==> config.mk <==
export PLATFORM = sky130hd
export DESIGN_NAME = move_scheduler
export DESIGN_NICKNAME = d
export VERILOG_FILES = /design/src/rtl/move_sched_pkg.sv /design/src/rtl/step_tick_gen.sv /design/src/rtl/move_scheduler.sv
export SDC_FILE = /design/constraint.sdc
export NUM_CORES = 1
export LEC_CHECK = 0
export CAP_MARGIN = 10
export CORE_ASPECT_RATIO = 1.4
export CORE_MARGIN = 2
export CORE_UTILIZATION = 35
export DETAILED_ROUTE_END_ITERATION = 8
export GPL_TIMING_DRIVEN = 0
export PLACE_DENSITY = 0.57
export SYNTH_ARGS = -nofsm -noshare
export SYNTH_HDL_FRONTEND = slang
export SYNTH_HIERARCHICAL = 1
export SYNTH_SLANG_ARGS = --single-unit
==> constraint.sdc <==
create_clock -name clk -period 5 [get_ports clk]
set_input_delay 1 -clock clk [delete_from_list [all_inputs] [get_ports clk]]
set_output_delay 1 -clock clk [all_outputs]
set_load 0.005 [all_outputs]
==> src/rtl/move_sched_pkg.sv <==
// Shared definitions for the move scheduler: turn FSM encoding and dir bit positions.
package move_sched_pkg;

    localparam int unsigned DIR_W = 4;
    localparam int unsigned X_EN  = 0;
    localparam int unsigned X_UP  = 1;
    localparam int unsigned Y_EN  = 2;
    localparam int unsigned Y_UP  = 3;

    typedef enum logic [1:0] {
        IDLE     = 2'd0,
        PEND_L   = 2'd1,
        PEND_R   = 2'd2,
        WAIT_REL = 2'd3
    } turn_state_t;

endpackage

==> src/rtl/step_tick_gen.sv <==
// Movement-rate divider: counts 0..CLK_DIV-1 and flags the last count; hold freezes it.
module step_tick_gen #(
    parameter int unsigned CLK_DIV = 25000000
) (
    input  logic clk,
    input  logic rstn,
    input  logic hold,
    output logic tick
);

    localparam int unsigned   CW   = (CLK_DIV > 1) ? $clog2(CLK_DIV) : 1;
    localparam logic [CW-1:0] LAST = CW'(CLK_DIV - 1);

    logic [CW-1:0] count;
    logic [CW-1:0] count_nxt;
    logic          tick_q;

    always_comb begin
        count_nxt = (count == LAST) ? '0 : count + CW'(1);
    end

    // tick_q mirrors (count == LAST) so the strobe comes straight from a flop
    always_ff @(posedge clk or negedge rstn) begin
        if (!rstn) begin
            count  <= '0;
            tick_q <= 1'b0;
        end else if (!hold) begin
            count  <= count_nxt;
            tick_q <= (count_nxt == LAST);
        end
    end

    assign tick = tick_q & ~hold;

endmodule

==> src/rtl/move_scheduler.sv <==
// Grid mover: steps x/y at a divided rate and issues one turn pulse per button press.
// Optional MOVE_SCHED_PAUSE_EN adds a pause input that freezes stepping.
module move_scheduler
    import move_sched_pkg::*;
#(
    parameter int unsigned CLK_DIV = 25000000,
    parameter int unsigned COLS    = 16,
    parameter int unsigned ROWS    = 12,
    parameter int unsigned XW      = 4,
    parameter int unsigned YW      = 4
) (
    input  logic             clk,
    input  logic             rstn,
`ifdef MOVE_SCHED_PAUSE_EN
    input  logic             pause,
`endif
    input  logic             btn_left,
    input  logic             btn_right,
    input  logic [DIR_W-1:0] dir,
    output logic             turn_left,
    output logic             turn_right,
    output logic             step,
    output logic [XW-1:0]    x_pos,
    output logic [YW-1:0]    y_pos
);

    logic hold;
`ifdef MOVE_SCHED_PAUSE_EN
    assign hold = pause;
`else
    assign hold = 1'b0;
`endif

    step_tick_gen #(.CLK_DIV(CLK_DIV)) u_tick (
        .clk  (clk),
        .rstn (rstn),
        .hold (hold),
        .tick (step)
    );

    logic [1:0]  l_sync;
    logic [1:0]  r_sync;
    logic        l_d;
    logic        r_d;
    logic        rise_l;
    logic        rise_r;
    turn_state_t state;
    turn_state_t state_nxt;
    logic [XW-1:0] x_nxt;
    logic [YW-1:0] y_nxt;

    // Two-flop synchronizers plus one delayed copy for edge detection
    always_ff @(posedge clk or negedge rstn) begin
        if (!rstn) begin
            l_sync <= '0;
            r_sync <= '0;
            l_d    <= 1'b0;
            r_d    <= 1'b0;
        end else begin
            l_sync <= {l_sync[0], btn_left};
            r_sync <= {r_sync[0], btn_right};
            l_d    <= l_sync[1];
            r_d    <= r_sync[1];
        end
    end

    assign rise_l = l_sync[1] & ~l_d;
    assign rise_r = r_sync[1] & ~r_d;

    always_ff @(posedge clk or negedge rstn) begin
        if (!rstn) begin
            state <= IDLE;
        end else begin
            state <= state_nxt;
        end
    end

    always_comb begin
        state_nxt  = state;
        turn_left  = 1'b0;
        turn_right = 1'b0;
        unique case (state)
            IDLE: begin
                if (rise_l && rise_r) begin
                    state_nxt = WAIT_REL;
                end else if (rise_l) begin
                    state_nxt = PEND_L;
                end else if (rise_r) begin
                    state_nxt = PEND_R;
                end
            end
            PEND_L: begin
                if (step) begin
                    turn_left = 1'b1;
                    state_nxt = WAIT_REL;
                end
            end
            PEND_R: begin
                if (step) begin
                    turn_right = 1'b1;
                    state_nxt  = WAIT_REL;
                end
            end
            WAIT_REL: begin
                if (!l_sync[1] && !r_sync[1]) begin
                    state_nxt = IDLE;
                end
            end
            default: state_nxt = IDLE;
        endcase
    end

    // Wrapping neighbour positions; dir sampled in the step cycle, before any turn lands
    always_comb begin
        x_nxt = x_pos;
        y_nxt = y_pos;
        if (dir[X_EN]) begin
            if (dir[X_UP]) begin
                x_nxt = (x_pos == XW'(COLS - 1)) ? '0 : x_pos + XW'(1);
            end else begin
                x_nxt = (x_pos == '0) ? XW'(COLS - 1) : x_pos - XW'(1);
            end
        end
        if (dir[Y_EN]) begin
            if (dir[Y_UP]) begin
                y_nxt = (y_pos == YW'(ROWS - 1)) ? '0 : y_pos + YW'(1);
            end else begin
                y_nxt = (y_pos == '0) ? YW'(ROWS - 1) : y_pos - YW'(1);
            end
        end
    end

    always_ff @(posedge clk or negedge rstn) begin
        if (!rstn) begin
            x_pos <= '0;
            y_pos <= '0;
        end else if (step) begin
            x_pos <= x_nxt;
            y_pos <= y_nxt;
        end
    end

endmodule

After elaboration in Yosys (flattened, before gate mapping)
Cells that the tools add are included.
- $add $sub $neg: 5
- multipliers: 0
- div/mod/pow operators: 0
- $lt $le $gt $ge: 0
- eq/ne operators: 10
- shift operators: 0
- muxes and demuxes: 16
- bitwise gates (word level): 4
- reductions and logical operators: 11
- operators by type and width (cell ; count):
    $eq A25 B25 Y1 const B ; 2
    $add A25 B1 Y25 const B ; 1
    $mux W25 ; 1
    $mux W4 ; 6
    $mux W2 ; 5
    $add A4 B1 Y4 const B ; 2
    $eq A4 B4 Y1 const B ; 2
    $logic_not A4 Y1 ; 2
    $sub A4 B1 Y4 const B ; 2
    $pmux W2 S3 ; 1
    $eq A2 B2 Y1 const B ; 2
    $ne A4 B4 Y1 const B ; 1
    $reduce_and A2 Y1 ; 2
    $mux W1 ; 3
    $reduce_and A3 Y1 ; 1
    $and A1 B1 Y1 ; 2
    $eq A2 B1 Y1 const B ; 1
    $logic_and A1 B1 Y1 ; 2
    $logic_not A1 Y1 ; 2
    $logic_not A2 Y1 ; 1
    $ne A2 B1 Y1 const B ; 1
    $ne A2 B2 Y1 const B ; 1
    $not A1 Y1 ; 2
    $reduce_or A2 Y1 ; 1
- flip-flop bits (word level): 42
- bits in latches: 0
- bits in writable memories: 0
- ROM bits: 0
- bits of input ports: 8
- output and inout port bits: 11
- memories kept: 0

Logic depth before layout (Yosys ltp)
Gate-level depths: netlist of the first run.
- depth in word-level cells: 6
- gate-level depth with buffers: 8
- mapped depth without buffers: 7

Modules after synthesis
The synthesis of the first run kept the hierarchy.
- modules (own cells, without submodules) (module ; times used ; cells each ; area each (µm²) ; seq. area each (µm²)):
    step_tick_gen ; 1 ; 210 ; 1775.5 ; 650.6
    move_scheduler ; 1 ; 89 ; 893.4 ; 400.4

Worst setup path before layout of the first run
No wires, ideal clock.
- path type: register to register
- start point: reg u_tick.count[0]
- end point: reg u_tick.tick_q
- arrival time: 2169 ps
- slack: 2755 ps
- stages on the path, launching flop included: 9
- clock period less this slack: 2245 ps
- cells stage by stage: dfrtp_1 ha_1 buf_2 nand3_1 nor2_1 mux2_2 a2bb2oi_1 or4_1 o21ai_1
- longest elaborated chain between the ends: 3
- elaborated cells between the ends (all ways): 4
- classes of those cells: add/sub (1); eq/ne (2); mux (1)
- ends and longest elaborated chain (what ; line ; RTL):
    start: declaration ; step_tick_gen.sv:14 ; logic [CW-1:0] count;
    start signal: assignment ; step_tick_gen.sv:28 ; count <= count_nxt;
    $add A25 B1 Y25 / $eq A25 B25 Y1 (equally long branches) ; step_tick_gen.sv:19 ; count_nxt = (count == LAST) ? '0 : count + CW'(1);
    $mux W25 * ; step_tick_gen.sv:19 ;
    $eq A25 B25 Y1 * ; step_tick_gen.sv:29 ; tick_q <= (count_nxt == LAST);
    end signal: assignment ; step_tick_gen.sv:29 ;
    end: declaration ; step_tick_gen.sv:16 ; logic tick_q;
Mark *: on every way between the ends. The rest lies on a longest branch, timed or not.
A chain may end at the register's enable or synchronous reset.

Worst setup path in the final report of the first run
- start point: reg u_tick.tick_q
- end point: out turn_left
- longest elaborated chain between the ends: 2
- ends and longest elaborated chain (what ; line ; RTL):
    $mux W1 ; move_scheduler.sv:93 ; if (step) begin
    $mux W1 ; move_scheduler.sv:82 ; unique case (state)
    end: declaration ; move_scheduler.sv:20 ; output logic turn_left,
Every way passes these cells.

==> results of run 1 <==
worst paths after layout:
path,to,start,cells past startpoint,slack (ns)
worst max register to register,u_tick/count[24]$_DFFE_PN0N_,u_tick/count[0]$_DFFE_PN0N_,8,2.22
worst max-delay path,turn_left,u_tick/tick_q$_DFFE_PN0N_,3,2.16
worst min-delay path,l_sync[1]$_DFF_PN0_,l_sync[0]$_DFF_PN0_,0,0.36
worst min register to register,l_sync[1]$_DFF_PN0_,l_sync[0]$_DFF_PN0_,0,0.36
max in group asynchronous,x_pos[1]$_DFFE_PN0P_,rstn,2,3.84
min in group asynchronous,u_tick/count[3]$_DFFE_PN0N_,rstn,1,0.67
kinds of logic (layout without fill, tap and decap cells):
kind of cell    Yosys count  in the layout
flops                    42             42
mux                       6              6
other cells               1              3
simple gates            127            127
fa+ha+maj                 9              9
xor+xnor                 15             15
buf+inv                  28             53
compound gates           71             71
power by group:
| group | switching [mW] | internal, mW |
|---|---|---|
| Combinational | 0.122 | 0.0984 |
| Sequential | 0.0521 | 0.380 |
| Clock | 0.114 | 0.0938 |
per-stage QoR:
stage	instances	utilization (%)	total power, mW
after CTS	423	41.70	0.8669
after floorplan	301	-	0.5921
after detailed placement	416	40.63	0.6541
after global routing	423	41.70	0.9211
final	423	41.70	0.8606
after global placement	415	40.32	0.6435
cells in the mapped netlist (all sizes together), types with 2 or more instances:
cell type / n
a31oi: 5
nor2: 22
nand2: 30
inv: 11
nand2b: 7
nor2b: 6
o21ai: 32
mux2i: 4
or2b: 2
or4: 5
a211oi: 2
mux2: 2
nand4: 7
buf: 8
xnor2: 8
nand4b: 2
nor3: 10
or2: 2
and2: 4
nand3: 14
clkbuf: 9
nor4: 8
o31ai: 11
a22o: 2
xor2: 7
o211ai: 2
a41oi: 2
a21oi: 6
dfrtp: 42
ha: 9
flip-flops by register name, indices dropped and copies added, names as in the netlist:
name / flops
u_tick/tick_q: 1
r_d: 1
r_sync: 2
state: 2
y_pos: 4
l_sync: 2
u_tick/count: 25
x_pos: 4
l_d: 1
critical path, cell delays in order, from the launching register on:
cell and delay (ns):
dfrtp_1 0.34, nor2b_1 0.50, and2_1 0.21, clkdlybuf4s50_1 0.49
cell type report:
class,instances,area (µm²),area share (%)
Clock inverter,2,10.01,0.3261
Buffer,17,92.59,3.017
Sequential cell,42,1051,34.24
Tap cell,97,121.4,3.954
Timing Repair Buffer,18,192.7,6.278
Clock buffer,5,68.82,2.242
Multi-Input combinational cell,231,1491,48.59
Inverter,11,41.29,1.345
layer usage:
| layer | routed length [µm] | GRT usage (%) | vias up | share of wire (%) |
|---|---|---|---|---|
| li1 | - | - | 1135 | - |
| met1 | 2759 | 20.08 | 1098 | 42 |
| met2 | 3318 | 29.93 | 71 | 51 |
| met3 | 272 | 2.097 | 15 | 4.2 |
| met4 | 169 | 8.163 | 0 | 2.6 |
| met5 | 0 | 0 | - | 0 |
==> results_dict.tcl, run 1 <==
set metrics [dict create \
    status "complete, no violations" \
    async_flop_share_pct 100.0 \
    cellPowerDensity_nw_per_um2 280.4 \
    grt_start_max_net_pins 23 \
    firstDrtPassIters 4 \
    criticalPathCategory "reg -> out" \
    hp-class "reg -> reg" \
    place.gp.congestion 0.8643 \
    setup_ws_ns 2.165 \
    fin_tns_setup_ns 0 \
    synth_cell_types 61 \
    design_area_um2 3069 \
    portBuffers 17 \
    wl_mm 6.521 \
    start_kind "flop" \
    setup_viol 0 \
    yosys.area_share.simple_pct 26.86 \
    ys.flop_type "dfrtp_1" \
    path_clk_slew_ns 0.08 \
    synthTopCellsByArea "dfrtp_1 39%, o21ai_0 5.4%, ha_1 4.2%" \
    io_pins 19 \
    hold_violations 0 \
    antenna_found_initial 0 \
    cts_root_buffer "clkbuf_8" \
    rsz0062_at_grt "false" \
    synth.area.mux_share_pct 2.344 \
    fillers 731 \
    dp_hpwl_mm 4.757 \
    grt_overflow 0 \
    synthXorXnorAreaFrac_pct 4.923 \
    drtIter0Drc 70 \
    cp-end-kind "output port" \
    relSlewSlack_pct 43.13 \
    synth_edf_count 0 \
    fmax_mhz 352.7 \
    synth_compound_area_share_pct 17.11 \
    worst_pin_slew_ns 0.8452 \
    ys_ff_latch 42 \
    worst_hold_slack_ns 0.3621 \
    yosys_warnings 6 \
    grt_pass1_wl_mm 11.16 \
    numCtsBuffers 5 \
    wl_per_cell_um 15.42 \
    rows 37 \
    synth.largest_area_cell "dfrtp_1" \
    cts_setup_buffers 0 \
    synth_top_family_by_area "simple AND/OR/NAND/NOR gates" \
    vdd_ir_drop_max_v 0.0001330 \
    post-place-ws_ns 2.286 \
    synth_top_cell_area_share_pct 39.38 \
    worstPathArrival_ns 1.84 \
    syn_avg_cell_area_um2 8.926 \
    seq_area_frac_synth_pct 39.38 \
    dpl_cell_area_um2 2990 \
    postCtsHoldBufs 0 \
    power.leakage_nw 1.180 \
    clock_path_buffers 2 \
    core-area_um2 7361 \
    synth_fa_ha_area_share_pct 4.219 \
    layout_common_cells "42 x dfrtp_1, 29 x nand2_1, 29 x o21ai_0, 22 x nor2_1, 16 x clkdlybuf4s50_1" \
    vias 2319 \
    die-area_um2 8350 \
    area_growth_pct 15.00 \
    htree_num_levels 2 \
    vias_per_cell 5.482 \
    fin_nets 343 \
    die_x_um 77.80 \
    initial_core_util_pct 36.26 \
    cts_resized 0 \
    final_common_cell "dfrtp_1" \
    syn_area_um2 2669 \
    cts_tree "yes" \
    syn_inst 299 \
    crit_path_max_fanout 9 \
    remaining_drc_errors 0 \
    grt_pass1_vias 2276 \
    drive_above_1_share_pct 10.12 \
    slew_violations 0 \
    grt_usage_pct 16.91 \
    diodes 0 \
    postRouteAntennaNets 0 \
    cts.sinks 42 \
    drv_cap 0 \
    cp.required_ns 4.00 \
    min_period_over_period_pct 56.70 \
    min_period_ns 2.835 \
    clk_latency_ns 0.30 \
    die_y_um 107.3 \
    clock-skew-final_ns 0.007907 \
]
Note: power is estimated with default switching activity, not from simulation.
==> inputs of run 2 (changes only) <==
--- a/config.mk
+++ b/config.mk
@@ -11,7 +11,7 @@
 export CORE_UTILIZATION = 35
 export DETAILED_ROUTE_END_ITERATION = 8
 export GPL_TIMING_DRIVEN = 0
-export PLACE_DENSITY = 0.57
+export PLACE_DENSITY = 0.59
 export SYNTH_ARGS = -nofsm -noshare
 export SYNTH_HDL_FRONTEND = slang
 export SYNTH_HIERARCHICAL = 1
==> constraint.sdc (replaced) <==
create_clock -name clk -period 2.3 [get_ports clk]
set_input_delay 0.46 -clock clk [delete_from_list [all_inputs] [get_ports clk]]
set_output_delay 0.46 -clock clk [all_outputs]
set_load 0.005 [all_outputs]
==> run 2 against run 1 <==
Clock power increased to 2.8 times the previous value. Global-route usage shrank 0.059 points. Combinational power increased to 2.5 times the previous value. Core utilization up 3.0 points. Non-clock buffer count increased by 7. Count of clock-buffer cells in the layout increased by 1. Cell count grew 1.9%.
==> results_dict.tcl, run 2 (synthesized netlist as in run 1, its figures left out) <==
set metrics [dict create \
    worstPathArrival_ns 2.46 \
    drv_cap 0 \
    postRouteAntennaNets 0 \
    hp-class "in -> async" \
    min_period_over_period_pct 96.90 \
    portBuffers 17 \
    min_period_ns 2.229 \
    cp.required_ns 2.53 \
    worst_hold_slack_ns 0.1470 \
    regMostFlops "u_tick/count" \
    cp-end-kind "flop" \
    rsz0062_at_grt "false" \
    cell_internal_pwr_mw 1.410 \
    clk_latency_ns 0.30 \
    layout_common_cells "36 x dfrtp_1, 29 x nand2_1, 29 x o21ai_0, 21 x nor2_1, 16 x clkdlybuf4s50_1" \
    io_pins 19 \
    final_cells 431 \
    pwr-share-seq_pct 45.3 \
    drive_above_1_share_pct 17.96 \
    cts_root_buffer "clkbuf_8" \
    place.gp.congestion 0.9055 \
    relSlewSlack_pct 63.40 \
    criticalPathCategory "reg -> reg" \
    combPwrFrac_pct 26.7 \
    diodes 0 \
    status "complete, no violations" \
    wl_per_cell_um 15.31 \
    wl_mm 6.598 \
    remaining_drc_errors 0 \
    dpl_cell_area_um2 2990 \
    multiInputGateArea_um2 1610 \
    core-area_um2 7361 \
    clkPwrFrac_pct 28.0 \
    place_inst 416 \
    largest_register_ffs 25 \
    setup_viol 0 \
    postCtsHoldBufs 0 \
    setup_ws_ns 0.07126 \
    vdd_ir_drop_max_v 0.0002826 \
    die_y_um 107.3 \
    htree_num_levels 2 \
    timing.rr.start "u_tick/count[6]$_DFFE_PN0N_" \
    slew_violations 0 \
    cts.sinks 42 \
    post-place-ws_ns -0.4462 \
    grt_overflow 0 \
    die-area_um2 8350 \
    start_kind "flop" \
    firstDrtPassIters 4 \
    fin_nets 350 \
    die_x_um 77.80 \
    crit_path_start "u_tick/count[6]$_DFFE_PN0N_" \
    seqCellArea_um2 1059 \
    crit_path_max_fanout 5 \
    worst_pin_slew_ns 0.5490 \
    grt_pass1_vias 2358 \
    p_sw_share_pct 32.30 \
    clock-skew-final_ns 0.007074 \
    final_common_cell "dfrtp_1" \
    vias 2367 \
    initial_core_util_pct 36.26 \
    path_clk_slew_ns 0.08 \
    reg.largest.list "u_tick/count x25, x_pos x4, y_pos x4" \
    power.leakage_nw 1.272 \
    drtIter0Drc 132 \
    dp_hpwl_mm 4.628 \
    grt_start_max_net_pins 23 \
    rows 37 \
    cts_tree "yes" \
    hold_violations 0 \
    vias_per_cell 5.492 \
    clock_path_buffers 2 \
    area_growth_pct 23.39 \
    antenna_found_initial 0 \
    fmax_mhz 448.7 \
    cellPowerDensity_nw_per_um2 632.4 \
    design_area_um2 3293 \
    numCtsBuffers 5 \
    grt_usage_pct 16.85 \
    fillers 712 \
    p_sw_uw 672.8 \
    grt_pass1_wl_mm 11.18 \
]
## run 2: what timing repair did
item	in CTS	in global routing
gates resized for setup	16	14
setup endpoints to repair	23	10
buffers inserted	6	3
pin swaps	4	5
## run 2: through the flow
stage	total power [mW]	util [%]	TNS, ns
2_1_floorplan	1.287	-	0
6_report	2.083	44.74	0
4_1_cts	2.068	43.62	0
3_3_place_gp	1.398	40.32	-22.58
3_5_place_dp	1.418	40.63	-5.706
5_1_grt	2.220	44.74	0
## run 2: power groups by stage
stage                     Sequential [mW]  Combinational (mW)  Clock, mW
after floorplan                     0.920               0.367          0
after global placement              0.947               0.451          0
after detailed placement            0.949               0.469          0
after CTS                           0.938               0.524      0.607
after global routing                0.963               0.623      0.634
final                               0.944               0.555      0.584
## run 2: worst max-delay path, stage by stage (launching register included)
cell and delay (ns):
dfrtp_2 0.39, buf_4 0.15, nand2_2 0.08, or4_4 0.60, nor3_4 0.21, o32ai_1 0.11, or4_4 0.49, o21ai_1 0.14
## run 2: routing by layer
layer / global-route usage, % / share of wire, % / vias to the layer above
met5: 0 / 0 / -
met4: 8.163 / 3.2 / 0
met3: 3.104 / 4.3 / 21
met2: 30.17 / 52 / 78
met1: 19.03 / 41 / 1123
li1: - / - / 1145
## run 2: worst paths after layout
check | cells past startpoint | to | slack [ns]
max | 7 | u_tick/tick_q$_DFFE_PN0N_ | 0.07
max reg2reg | 7 | u_tick/tick_q$_DFFE_PN0N_ | 0.07
min | 1 | u_tick/count[24]$_DFFE_PN0N_ | 0.15
min in group clk | 0 | r_sync[1]$_DFF_PN0_ | 0.35
max in group asynchronous | 2 | y_pos[0]$_DFFE_PN0P_ | 1.67
min reg2reg | 0 | r_sync[1]$_DFF_PN0_ | 0.35
## run 2: cell type report
class	count	area share, %
tap	97	3.685
multi-input combinational	231	48.90
sequential	42	32.14
buffer	15	2.774
inverter	11	1.254
timing repair buffer	27	7.903
clock inverter	2	1.140
clock buffer	6	2.204
==> inputs of run 3 (changes only) <==
--- a/config.mk
+++ b/config.mk
@@ -9,6 +9,7 @@
 export CORE_ASPECT_RATIO = 1.4
 export CORE_MARGIN = 2
 export CORE_UTILIZATION = 35
+export CTS_CLUSTER_SIZE = 14
 export DETAILED_ROUTE_END_ITERATION = 8
 export GPL_TIMING_DRIVEN = 0
 export PLACE_DENSITY = 0.59
==> results of run 3 <==
The final DEF is identical to that of run 2; final timing and power are the same.
